===== src/rtl/dom_rand_source.sv =====
// rtl/dom_rand_source.sv - seeded 64-bit LFSR source of fresh L-bit masks for a DOM gadget
module dom_rand_source #(
  parameter int D               = 2,
  parameter int L               = ((D + 1) * D) / 2,
  parameter int WARMUP          = 16,
  parameter int RESEED_INTERVAL = 1024
) (
  input  logic         clk,
  input  logic         rst,
  input  logic         seed_valid,
  output logic         seed_ready,
  input  logic [63:0]  seed,
  output logic         rand_valid,
  input  logic         rand_ready,
  output logic [L-1:0] rand_data,
  output logic         reseed_req,
  output logic         busy
);

  localparam int WW = (WARMUP > 0) ? $clog2(WARMUP + 1) : 1;
  localparam int CW = $clog2(RESEED_INTERVAL + 1);
  localparam logic [WW-1:0] W_LAST = WW'((WARMUP > 0) ? WARMUP - 1 : 0);
  localparam logic [CW-1:0] C_MAX  = CW'(RESEED_INTERVAL);
  localparam logic [CW-1:0] C_PRE  = CW'(RESEED_INTERVAL - 1);

  typedef enum logic [1:0] {UNSEEDED, LOAD, WARM, RUN} state_t;

  state_t        state_q;
  logic [63:0]   s_q;
  logic [63:0]   seed_q;
  logic [WW-1:0] wcnt_q;
  logic [CW-1:0] ccnt_q;
  logic          rand_valid_q;
  logic          seed_ready_q;
  logic          reseed_req_q;
  logic          busy_q;

  logic [63:0]   s_d;
  logic [L-1:0]  word_d;

  // One word advance: L single LFSR steps unrolled, bit k is the output of step k.
  always_comb begin
    s_d    = s_q;
    word_d = '0;
    for (int k = 0; k < L; k++) begin
      word_d[k] = s_d[63];
      s_d       = {s_d[62:0], s_d[63] ^ s_d[62] ^ s_d[60] ^ s_d[59]};
    end
  end

  assign rand_data  = word_d;
  assign rand_valid = rand_valid_q;
  assign seed_ready = seed_ready_q;
  assign reseed_req = reseed_req_q;
  assign busy       = busy_q;

  always_ff @(posedge clk or negedge rst) begin
    if (!rst) begin
      state_q      <= UNSEEDED;
      s_q          <= 64'h0000_0000_0000_0001;
      seed_q       <= '0;
      wcnt_q       <= '0;
      ccnt_q       <= '0;
      rand_valid_q <= 1'b0;
      seed_ready_q <= 1'b0;
      reseed_req_q <= 1'b0;
      busy_q       <= 1'b0;
    end else begin
      case (state_q)
        UNSEEDED: begin
          seed_ready_q <= 1'b1;
          if (seed_valid && seed_ready_q) begin
            seed_q       <= seed;
            state_q      <= LOAD;
            seed_ready_q <= 1'b0;
            busy_q       <= 1'b1;
          end
        end
        LOAD: begin
          // A zero seed would lock the LFSR, so it is replaced by 1.
          s_q          <= (seed_q == 64'h0) ? 64'h0000_0000_0000_0001 : seed_q;
          wcnt_q       <= '0;
          ccnt_q       <= '0;
          reseed_req_q <= 1'b0;
          if (WARMUP > 0) begin
            state_q <= WARM;
          end else begin
            state_q      <= RUN;
            busy_q       <= 1'b0;
            rand_valid_q <= 1'b1;
            seed_ready_q <= 1'b1;
          end
        end
        WARM: begin
          s_q    <= s_d;
          wcnt_q <= wcnt_q + 1'b1;
          if (wcnt_q == W_LAST) begin
            state_q      <= RUN;
            busy_q       <= 1'b0;
            rand_valid_q <= 1'b1;
            seed_ready_q <= 1'b1;
          end
        end
        RUN: begin
          if (rand_valid_q && rand_ready) begin
            s_q <= s_d;
            if (ccnt_q != C_MAX) ccnt_q <= ccnt_q + 1'b1;
            if (ccnt_q >= C_PRE) reseed_req_q <= 1'b1;
          end
          // A seed offer takes priority; S is overwritten in LOAD anyway.
          if (seed_valid && seed_ready_q) begin
            seed_q       <= seed;
            state_q      <= LOAD;
            rand_valid_q <= 1'b0;
            seed_ready_q <= 1'b0;
            busy_q       <= 1'b1;
          end
        end
        default: state_q <= UNSEEDED;
      endcase
    end
  end

endmodule


===== config.mk =====
export PLATFORM = sky130hd
export DESIGN_NAME = dom_rand_source
export DESIGN_NICKNAME = d
export VERILOG_FILES = /design/src/rtl/dom_rand_source.sv
export SDC_FILE = /design/constraint.sdc
export NUM_CORES = 1
export LEC_CHECK = 0
export BUFFER_PORTS_ARGS = -buffer_cell sky130_fd_sc_hd__buf_2
export CAP_MARGIN = 20
export CORE_MARGIN = 2
export CORE_UTILIZATION = 45
export DETAILED_ROUTE_END_ITERATION = 12
export GPL_ROUTABILITY_DRIVEN = 0
export PLACE_DENSITY = 0.72
export SYNTH_ARGS = -nofsm -noshare
export SYNTH_HDL_FRONTEND = slang
export SYNTH_SLANG_ARGS = --single-unit

===== constraint.sdc =====
create_clock -name clk -period 2 [get_ports clk]
set_input_delay 0.4 -clock clk [delete_from_list [all_inputs] [get_ports clk]]
set_output_delay 0.4 -clock clk [all_outputs]
set_load 0.01 [all_outputs]

=== Yosys cells after proc, flatten, opt, wreduce, memory -nomap -nowiden ===
Cells that the tools add are included.

* Add/sub/neg operators: 2
* Magnitude comparators: 1
* Equal/unequal tests: 11
* Multiplexer cells: 21
* Bitwise gates (word level): 10
* Reductions and logical operators: 17

{| class="wikitable"
|+ Operators with widths
! cell !! number
|-
| 64-bit case mux with 3 select lines || 1
|-
| 64-bit two-way mux || 2
|-
| 64-bit logical NOT || 1
|-
| 11-bit two-way mux || 2
|-
| 11-bit case mux with 2 select lines || 1
|-
| 3-bit AND reduction || 5
|-
| 11-bit by 1-bit adder with 11-bit output (second input constant) || 1
|-
| 11-bit by 10-bit greater-or-equal comparator with 1-bit output (second input constant) || 1
|-
| 11-bit != test (second input constant) || 1
|-
| 2-bit != test (second input constant) || 5
|-
| 5-bit case mux with 2 select lines || 1
|-
| 1-bit bitwise XOR || 9
|-
| 1-bit two-way mux || 7
|-
| 1-bit case mux with 2 select lines || 3
|-
| 2-bit case mux with 3 select lines || 1
|-
| 2-bit AND reduction || 3
|-
| 2-bit nonzero test || 3
|-
| 5-bit by 1-bit adder with 5-bit output (second input constant) || 1
|-
| 5-bit by 4-bit equality test with 1-bit output (second input constant) || 1
|-
| 2-bit equality test (second input constant) || 2
|-
| 2-bit two-way mux || 2
|-
| 1-bit case mux with 3 select lines || 1
|-
| 3-bit nonzero test || 1
|-
| 2-bit by 1-bit equality test with 1-bit output (second input constant) || 1
|-
| other kinds (5) || 6
|}

* Register bits after elaboration: 150
* Input port bits: 68
* Output and inout bits: 7
* Word-level logic and storage cells: 71

=== Logic depth before layout (Yosys ltp) ===
Gate-level depths: netlist (run 1).

* Word-level depth: 5
* Depth in mapped cells: 8
* Depth with buffers taken out: 7

=== Worst setup path after synthesis (run 1) ===
Ideal clock, no wire load.

* Kind: register to register
* Start point: register state_q[0]
* End point: register ccnt_q[2]
* Library setup time: 0.124 ns
* Arrival: 1.783 ns
* Required time: 1.876 ns
* Path slack: 0.093 ns
* Cell stages (with the launch flop): 9
* Buffers on the path: 3
* Period minus slack after synthesis: 1.907 ns
* Cells stage by stage: dfrtp_1 ha_1 buf_6 nor4b_1 and4_1 buf_6 or2_1 buf_6 a211o_1

* Word-level cells in the longest chain between the ends: 3
* Elaborated cells between the ends (all ways): 7
* Classes of those cells: eq/ne (4); mux (1); reduce/logical (2)

{| class="wikitable"
|+ Ends and longest elaborated chain
! what !! RTL line !! RTL
|-
| start: declaration || 28 || <nowiki>state_t state_q;</nowiki>
|-
| start signal: assignment || 59 || <nowiki>state_q <= UNSEEDED;</nowiki>
|-
| start signal: assignment || 74 || <nowiki>state_q <= LOAD;</nowiki>
|-
| start signal: assignment || 86 || <nowiki>state_q <= WARM;</nowiki>
|-
| 2-bit equality test / 2-bit by 1-bit equality test with 1-bit output (equally long branches) || 69 || <nowiki>case (state_q)</nowiki>
|-
| 2-bit != test (no source line) / 2-bit nonzero test (equally long branches) || -- ||
|-
| 3-bit AND reduction (no source line) || -- ||
|-
| end signal: assignment || 107 || <nowiki>if (ccnt_q != C_MAX) ccnt_q <= ccnt_q + 1'b1;</nowiki>
|-
| end: declaration || 32 || <nowiki>logic [CW-1:0] ccnt_q;</nowiki>
|}

Several ways; a longest one is shown, not always the timed one.
A chain may end at the register's enable or synchronous reset.

=== Worst setup path after layout (run 1) ===
* Start point: register seed_q[49]
* End point: register s_q[0]

* Word-level cells in the longest chain between the ends: 3

{| class="wikitable"
|+ Ends and longest elaborated chain
! what !! RTL line !! RTL
|-
| start: declaration || 30 || <nowiki>logic [63:0] seed_q;</nowiki>
|-
| start signal: assignment || 61 || <nowiki>seed_q <= '0;</nowiki>
|-
| start signal: assignment || 73 || <nowiki>seed_q <= seed;</nowiki>
|-
| start signal: assignment || 112 || <nowiki>seed_q <= seed;</nowiki>
|-
| 64-bit logical NOT || 81 || <nowiki>s_q <= (seed_q == 64'h0) ? 64'h0000_0000_0000_0001 : seed_q;</nowiki>
|-
| 64-bit two-way mux || 81 ||
|-
| 64-bit case mux with 3 select lines || 69 ||
|-
| end signal: assignment || 81 ||
|-
| end: declaration || 29 || <nowiki>logic [63:0] s_q;</nowiki>
|}

Every way passes these cells.

==> impl_metrics.py, run 1 <==
metrics = {
    "status": {
        "status": "finished clean",
    },
    "floorplan": {
        "initial_core_util_pct": 45.43,
        "std_cell_rows": 45,
        "io_pins": 75,
        "core_area_um2": 15030,
        "die_area_um2": 16180,
        "die_h_um": 127.2,
        "die_x_um": 127.2,
    },
    "critical_path": {
        "end_kind": "register",
        "worstPathRequired_ns": 2.34,
        "cp_num_buf_inv": 0,
        "cpPeakStageDelay_ns": 0.50,
        "critPathKind": "reg -> reg",
        "critPathSlowestCell": "or4_1",
        "critPathTopFamily": "simple AND/OR/NAND/NOR gates",
        "crit_fanout": 3,
        "critPathLaunchType": "register",
        "path_cells": "nor4_1, nand4_1, or4_1, a211oi_1",
        "worstPathArrival_ns": 2.26,
    },
    "timing": {
        "tightestPinTransition_ns": 0.4789,
        "rsz0062_at_grt": "no",
        "max_freq_ghz": 0.5204,
        "relSlewSlack_pct": 67.78,
        "slew_violations": 0,
        "period_share_pct": 96.09,
        "min_period_ns": 1.922,
        "setup_tns_ns": 0,
        "hold_viol": 0,
        "setup_ws_ns": 0.07826,
        "skew_ns": 0.009210,
        "setup_violations": 0,
    },
    "clock_tree": {
        "cts.sinks": 150,
        "clk_pin_slew_ns": 0.06,
        "cts_buffers": 17,
        "cts_htree_levels": 4,
        "clock_path_buffers": 2,
        "root_buffer": "clkbuf_16",
        "clk_latency_ns": 0.43,
        "cts_tree": "built",
    },
    "routing": {
        "viasPerCell": 5.522,
        "drt_iter0_drc": 323,
        "wl_per_cell_um": 16.93,
        "ant_nets": 0,
        "drc_errors": 0,
        "dr.pass1.iters": 5,
        "vias": 4843,
        "drt_wl_total_um": 14850,
    },
    "power_and_ir_drop": {
        "p_comb_share_pct": 2.3,
        "p_int_mw": 4.746,
        "clkPwrFrac_pct": 48.5,
        "p_leak_nw": 3.979,
        "cellPowerDensity_nw_per_um2": 758.6,
        "swShare_pct": 23.15,
        "p_seq_share_pct": 49.1,
        "ir_worst_vdd_v": 0.0007847,
        "power.switching_mw": 1.430,
    },
    "layout": {
        "syn_to_final_growth_pct": 19.22,
        "drive_above_1_share_pct": 30.19,
        "instances_no_fill": 877,
        "multiInputGateArea_um2": 2873,
        "nets": 753,
        "fill_cells": 1235,
        "fin_util_pct": 54.16,
        "num_antenna_cells": 0,
        "seq_area_um2": 3755,
    },
    "yosys": {
        "synth-seq-cells": 150,
        "synth_top_area_share_pct": 54.60,
        "ys_top_cells_by_area": "dfrtp_1 55%, mux2_2 11%, mux2i_1 9.5%, o21ai_0 5.7%, nand2_1 4.3%",
        "ys_seq_area_share_pct": 54.98,
        "synth.distinct_cells": 47,
        "synthArstFlopShare_pct": 100.0,
        "synthCells": 588,
        "synth_common_cells": "149 x dfrtp_1, 78 x nand2_1, 78 x o21ai_0",
        "yosys_warnings": 0,
        "syn-cell-area_um2": 6829,
        "yosys.area.top_type": "dfrtp_1",
        "synth_edf_count": 0,
        "avgSynthCellArea_um2": 11.61,
        "syn-num-nets": 665,
        "ys.flop_type": "dfrtp_1",
        "synth.most_common_cell": "dfrtp_1",
    },
    "flow_run": {
        "max-cap-violations": 0,
    },
    "placed_design": {
        "hpwl_um": 10260,
        "place_ws_ns": 0.09923,
        "numPortBuffers": 74,
        "numPlacedInstances": 840,
    },
    "global_routing": {
        "grt_use_total_pct": 19.45,
        "grt_first_pass_wirelength_um": 24800,
        "grt_max_degree": 89,
        "grt_pass1_vias": 4917,
        "antenna_found_initial": 0,
        "gr-total-overflow": 0,
    },
    "min_path": {
        "hold_path_class": "in -> reg",
    },
}
metrics by stage:
stage | hold WS, ns | instance area (µm²) | total power, mW
after floorplan | 0.1044 | 6829 | 3.093
after global placement | 0.3378 | 7546 | 3.235
after detailed placement | 0.3396 | 7546 | 3.239
after CTS | 0.1858 | 8109 | 6.235
after global routing | 0.1926 | 8142 | 6.381
final | 0.1983 | 8142 | 6.176
flip-flops by register name, summed over array words and instances (netlist names):
| name | cells |
|---|---|
| s_q | 64 |
| seed_q | 64 |
| ccnt_q | 11 |
| wcnt_q | 5 |
| state_q | 2 |
| busy | 1 |
| rand_valid | 1 |
| reseed_req | 1 |
| seed_ready | 1 |
metal layers:
| layer | wire (µm) | share of wire [%] | vias up | global-route usage [%] |
|---|---|---|---|---|
| li1 | - | - | 2293 | - |
| met1 | 6724 | 45 | 2399 | 25.64 |
| met2 | 7204 | 49 | 122 | 30.96 |
| met3 | 541 | 3.6 | 29 | 4.313 |
| met4 | 380 | 2.6 | 0 | 8.920 |
| met5 | 0 | 0 | - | 0 |
worst register-to-register path, cell delays in order, from the launching register on:
cell and delay [ns]:
dfrtp_1 0.41, nor4_1 0.48, nand4_1 0.22, or4_1 0.50, a211oi_1 0.22
worst paths after layout:
path / startpoint / to / slack [ns] / cells past startpoint
max: seed_q[49] / s_q[0] / 0.08 / 4
min: seed[43] / seed_q[43] / 0.20 / 2
max reg2reg: seed_q[49] / s_q[0] / 0.08 / 4
min reg2reg: s_q[6] / s_q[6] / 0.48 / 2
max in group asynchronous: rst / seed_q[27] / 0.89 / 3
min in group asynchronous: rst / busy / 0.45 / 2
logic make-up (layout without fill, tap and decap cells):
| family | after synthesis | in the layout | synth area share (%) |
|---|---|---|---|
| flip-flops | 150 | 150 | 54.98 |
| AND/OR/NAND/NOR | 139 | 139 | 9.802 |
| multiplexers | 129 | 129 | 20.08 |
| AO/OA/AOI/OAI | 109 | 109 | 9.510 |
| buffers and inverters | 45 | 146 | 3.078 |
| adder cells (fa/ha/maj) | 9 | 9 | 1.649 |
| XOR/XNOR | 7 | 7 | 0.8978 |
timing repair:
action | 4_1_cts | 5_1_grt
setup buffers | 0 | 4
hold buffers | 1 | 0
hold endpoints to repair | 34 | 0
resized for setup | 0 | 1
setup endpoints to repair | 0 | 9
layout make-up:
| type | instances | area share (%) |
|---|---|---|
| tap | 188 | 2.889 |
| sequential | 150 | 46.12 |
| clock buffer | 18 | 5.394 |
| clock inverter | 14 | 1.398 |
| multi-input combinational | 393 | 35.29 |
| inverter | 11 | 0.5071 |
| timing repair buffer | 103 | 8.406 |
placed cells by master, fill, tap and decap left out, types with 2 or more instances in the layout:
master and n:
a211o_1 2, a21oi_1 6, a22o_1 6, and3_1 2, buf_12 7, buf_2 73, buf_4 21, clkbuf_16 17
clkinv_2 3, clkinvlp_4 2, dfrtp_1 149, ha_1 9, inv_1 11, inv_6 6, inv_8 2, mux2_2 64
mux2i_1 65, nand2_1 78, nand2b_1 3, nand3_1 10, nand3_2 2, nand3b_1 2, nand4_1 4, nor2_1 5
nor3_1 4, nor4_1 18, nor4b_1 2, o21ai_0 78, o221ai_1 3, o32a_1 2, o41ai_1 3, xnor2_1 5
xor2_1 2
power by group through the flow:
stage	Combinational, mW	Clock, mW	Sequential, mW
2_1_floorplan	0.00144	0	3.09
3_3_place_gp	0.145	0	3.09
3_5_place_dp	0.149	0	3.09
4_1_cts	0.152	3.05	3.03
5_1_grt	0.166	3.18	3.03
6_report	0.145	3.00	3.03
Note: power is estimated with default switching activity, not from simulation.
==> run 2, diff against run 1 <==
--- a/config.mk
+++ b/config.mk
@@ -8,9 +8,10 @@
 export BUFFER_PORTS_ARGS = -buffer_cell sky130_fd_sc_hd__buf_2
 export CAP_MARGIN = 20
+export CORE_ASPECT_RATIO = 1.25
 export CORE_MARGIN = 2
 export CORE_UTILIZATION = 45
 export DETAILED_ROUTE_END_ITERATION = 12
 export GPL_ROUTABILITY_DRIVEN = 0
-export PLACE_DENSITY = 0.72
+export PLACE_DENSITY = 0.7
 export SYNTH_ARGS = -nofsm -noshare
 export SYNTH_HDL_FRONTEND = slang
==> constraint.sdc (replaced) <==
create_clock -name clk -period 2 [get_ports clk]
set_input_delay 0.4 -clock clk [delete_from_list [all_inputs] [get_ports clk]]
set_output_delay 0.4 -clock clk [all_outputs]
set_load 0.1 [all_outputs]
==> run 2 against run 1 <==
  * Worst setup slack worse by 0.0058 ns
  * Clock-buffer cell count up 1
  * First-iteration DRC count up 1.2%
  * Routed wire length up 1.0%
  * Sequential power about the same
  * Combinational power about the same
  * Die area about the same
==> impl_metrics.py, run 2 (synthesis results as in run 1) <==
metrics = {
    "status": {
        "status": "finished clean",
    },
    "power_and_ir_drop": {
        "total_power_mw": 6.634,
        "ir_worst_vdd_v": 0.0007165,
        "cellPowerDensity_nw_per_um2": 807.9,
        "p_leak_nw": 3.983,
    },
    "layout": {
        "top_regs": "s_q: 64 flops, seed_q: 64 flops, ccnt_q: 11 flops",
        "final_common_cell": "dfrtp_1",
        "syn_to_final_growth_pct": 20.25,
        "fill_cells": 1284,
        "final_cell_mix": "147 x dfrtp_1, 78 x nand2_1, 78 x o21ai_0",
        "seq_area_um2": 3757,
        "drive_above_1_share_pct": 30.29,
        "fin_util_pct": 55.15,
        "nets": 744,
        "design_area_um2": 8212,
        "num_antenna_cells": 0,
        "multiInputGateArea_um2": 2900,
    },
    "routing": {
        "drt_wl_total_um": 15000,
        "drc_errors": 0,
        "dr.pass1.iters": 4,
        "ant_nets": 0,
        "wl_per_cell_um": 17.41,
        "drt_iter0_drc": 327,
        "viasPerCell": 5.526,
        "vias": 4763,
    },
    "floorplan": {
        "die_h_um": 141.7,
        "std_cell_rows": 50,
        "die_area_um2": 16180,
        "io_pins": 75,
        "initial_core_util_pct": 45.87,
        "core_area_um2": 14890,
        "die_x_um": 114.2,
    },
    "timing": {
        "max_freq_ghz": 0.5188,
        "tightestPinTransition_ns": 0.5557,
        "slew_violations": 0,
        "holdWs_ns": 0.1997,
        "setup_violations": 0,
        "period_share_pct": 96.38,
        "setup_ws_ns": 0.07243,
        "rsz0062_at_grt": "no",
        "min_period_ns": 1.928,
        "hold_viol": 0,
        "relSlewSlack_pct": 62.96,
        "skew_ns": 0.009543,
    },
    "min_path": {
        "whs_path_depth": 2,
        "holdCritStartpoint": "seed[42]",
        "min_to": "seed_q[42]",
        "hold_path_class": "in -> reg",
    },
    "clock_tree": {
        "clock_path_buffers": 2,
        "cts_htree_levels": 4,
        "root_buffer": "clkbuf_16",
        "clk_latency_ns": 0.42,
        "cts_buffers": 17,
        "cts_tree": "built",
        "cts.sinks": 150,
        "clk_pin_slew_ns": 0.07,
    },
    "critical_path": {
        "r2r_cells": 4,
        "r2r_end": "s_q[0]",
        "critPathKind": "reg -> reg",
        "path_cells": "nor4_1, nand4_1, or4_1, a211oi_1",
        "ff2ff_setup_slack_ns": 0.07,
        "worstPathArrival_ns": 2.26,
        "worstPathRequired_ns": 2.33,
        "critPathTopFamily": "simple AND/OR/NAND/NOR gates",
        "crit_fanout": 3,
        "cp_num_buf_inv": 0,
        "critPathLaunchType": "register",
        "cpPeakStageDelay_ns": 0.53,
        "end_kind": "register",
        "critPathSlowestCell": "or4_1",
        "cp-startpoint": "seed_q[31]",
        "rr_startpoint": "seed_q[31]",
    },
    "placed_design": {
        "place_area_um2": 7542,
        "place_ws_ns": -0.1089,
        "numPortBuffers": 74,
        "hpwl_um": 10260,
    },
    "global_routing": {
        "gr-total-overflow": 0,
        "grt_use_total_pct": 19.77,
        "grt_max_degree": 60,
        "grt_pass1_vias": 5119,
        "antenna_found_initial": 0,
        "grt_first_pass_wirelength_um": 25080,
    },
    "flow_run": {
        "max-cap-violations": 0,
    },
}
-- run 2: cell types whose count changed in the layout (fill, tap and decap cells not counted), moves of 2 or more --
cell and change:
buf_12 +2, buf_4 -11, bufinv_16 +4, dfrtp_1 -2, dfrtp_2 +2, ha_1 -3
ha_2 +3, inv_6 -2, inv_8 -2
-- run 2: what timing repair did --
item / 4_1_cts / 5_1_grt
gates resized for setup: 1 / 5
hold endpoints to repair: 51 / 0
hold buffers: 1 / 0
endpoints found under the setup margin: 1 / 31
buffers inserted: 0 / 0
-- run 2: power breakdown --
group | total, mW | internal, mW | switching, mW
Combinational | 0.145 | 0.0595 | 0.0855
Clock | 3.45 | 2.17 | 1.28
Sequential | 3.03 | 3.03 | 0
Total | 6.63 | 5.26 | 1.37
-- run 2: layout make-up --
class                      count  share of cell area (%)
timing repair buffer          94                   7.817
inverter                      11                  0.5028
tap                          182                   2.773
sequential                   150                   45.76
clock inverter                13                   2.316
multi-input combinational    393                   35.32
clock buffer                  19                   5.516
-- run 2: worst max path at each step --
stage,cells past startpoint,end,slack (ns)
after floorplan,8,ccnt_q[2],0.09
after global placement,4,s_q[0],-0.01
after detailed placement,4,s_q[0],-0.11
after CTS,5,ccnt_q[2],0.02
after global routing,6,ccnt_q[8],0.02
final,4,s_q[0],0.07
-- run 2: stage by stage --
stage,TNS (ns),instances
after floorplan,0,588
after global placement,-0.01153,829
after detailed placement,-0.1089,829
after CTS,0,862
after global routing,0,862
final,0,862
-- run 2: worst register-to-register path: cells and delay by family, from the launching register on --
family	cells	cell delay [ns]
simple gates	3	1.21
flops	1	0.40
compound gates	1	0.22
-- run 2: per-layer routing --
layer / track usage (%) / share of wire [%] / wire length (µm) / vias to the layer above
met4: 8.986 / 2.7 / 399 / 0
met5: 0 / 0 / 0 / -
li1: - / - / - / 2261
met1: 24.09 / 42 / 6347 / 2367
met3: 3.973 / 3.5 / 519 / 30
met2: 33.77 / 52 / 7737 / 105
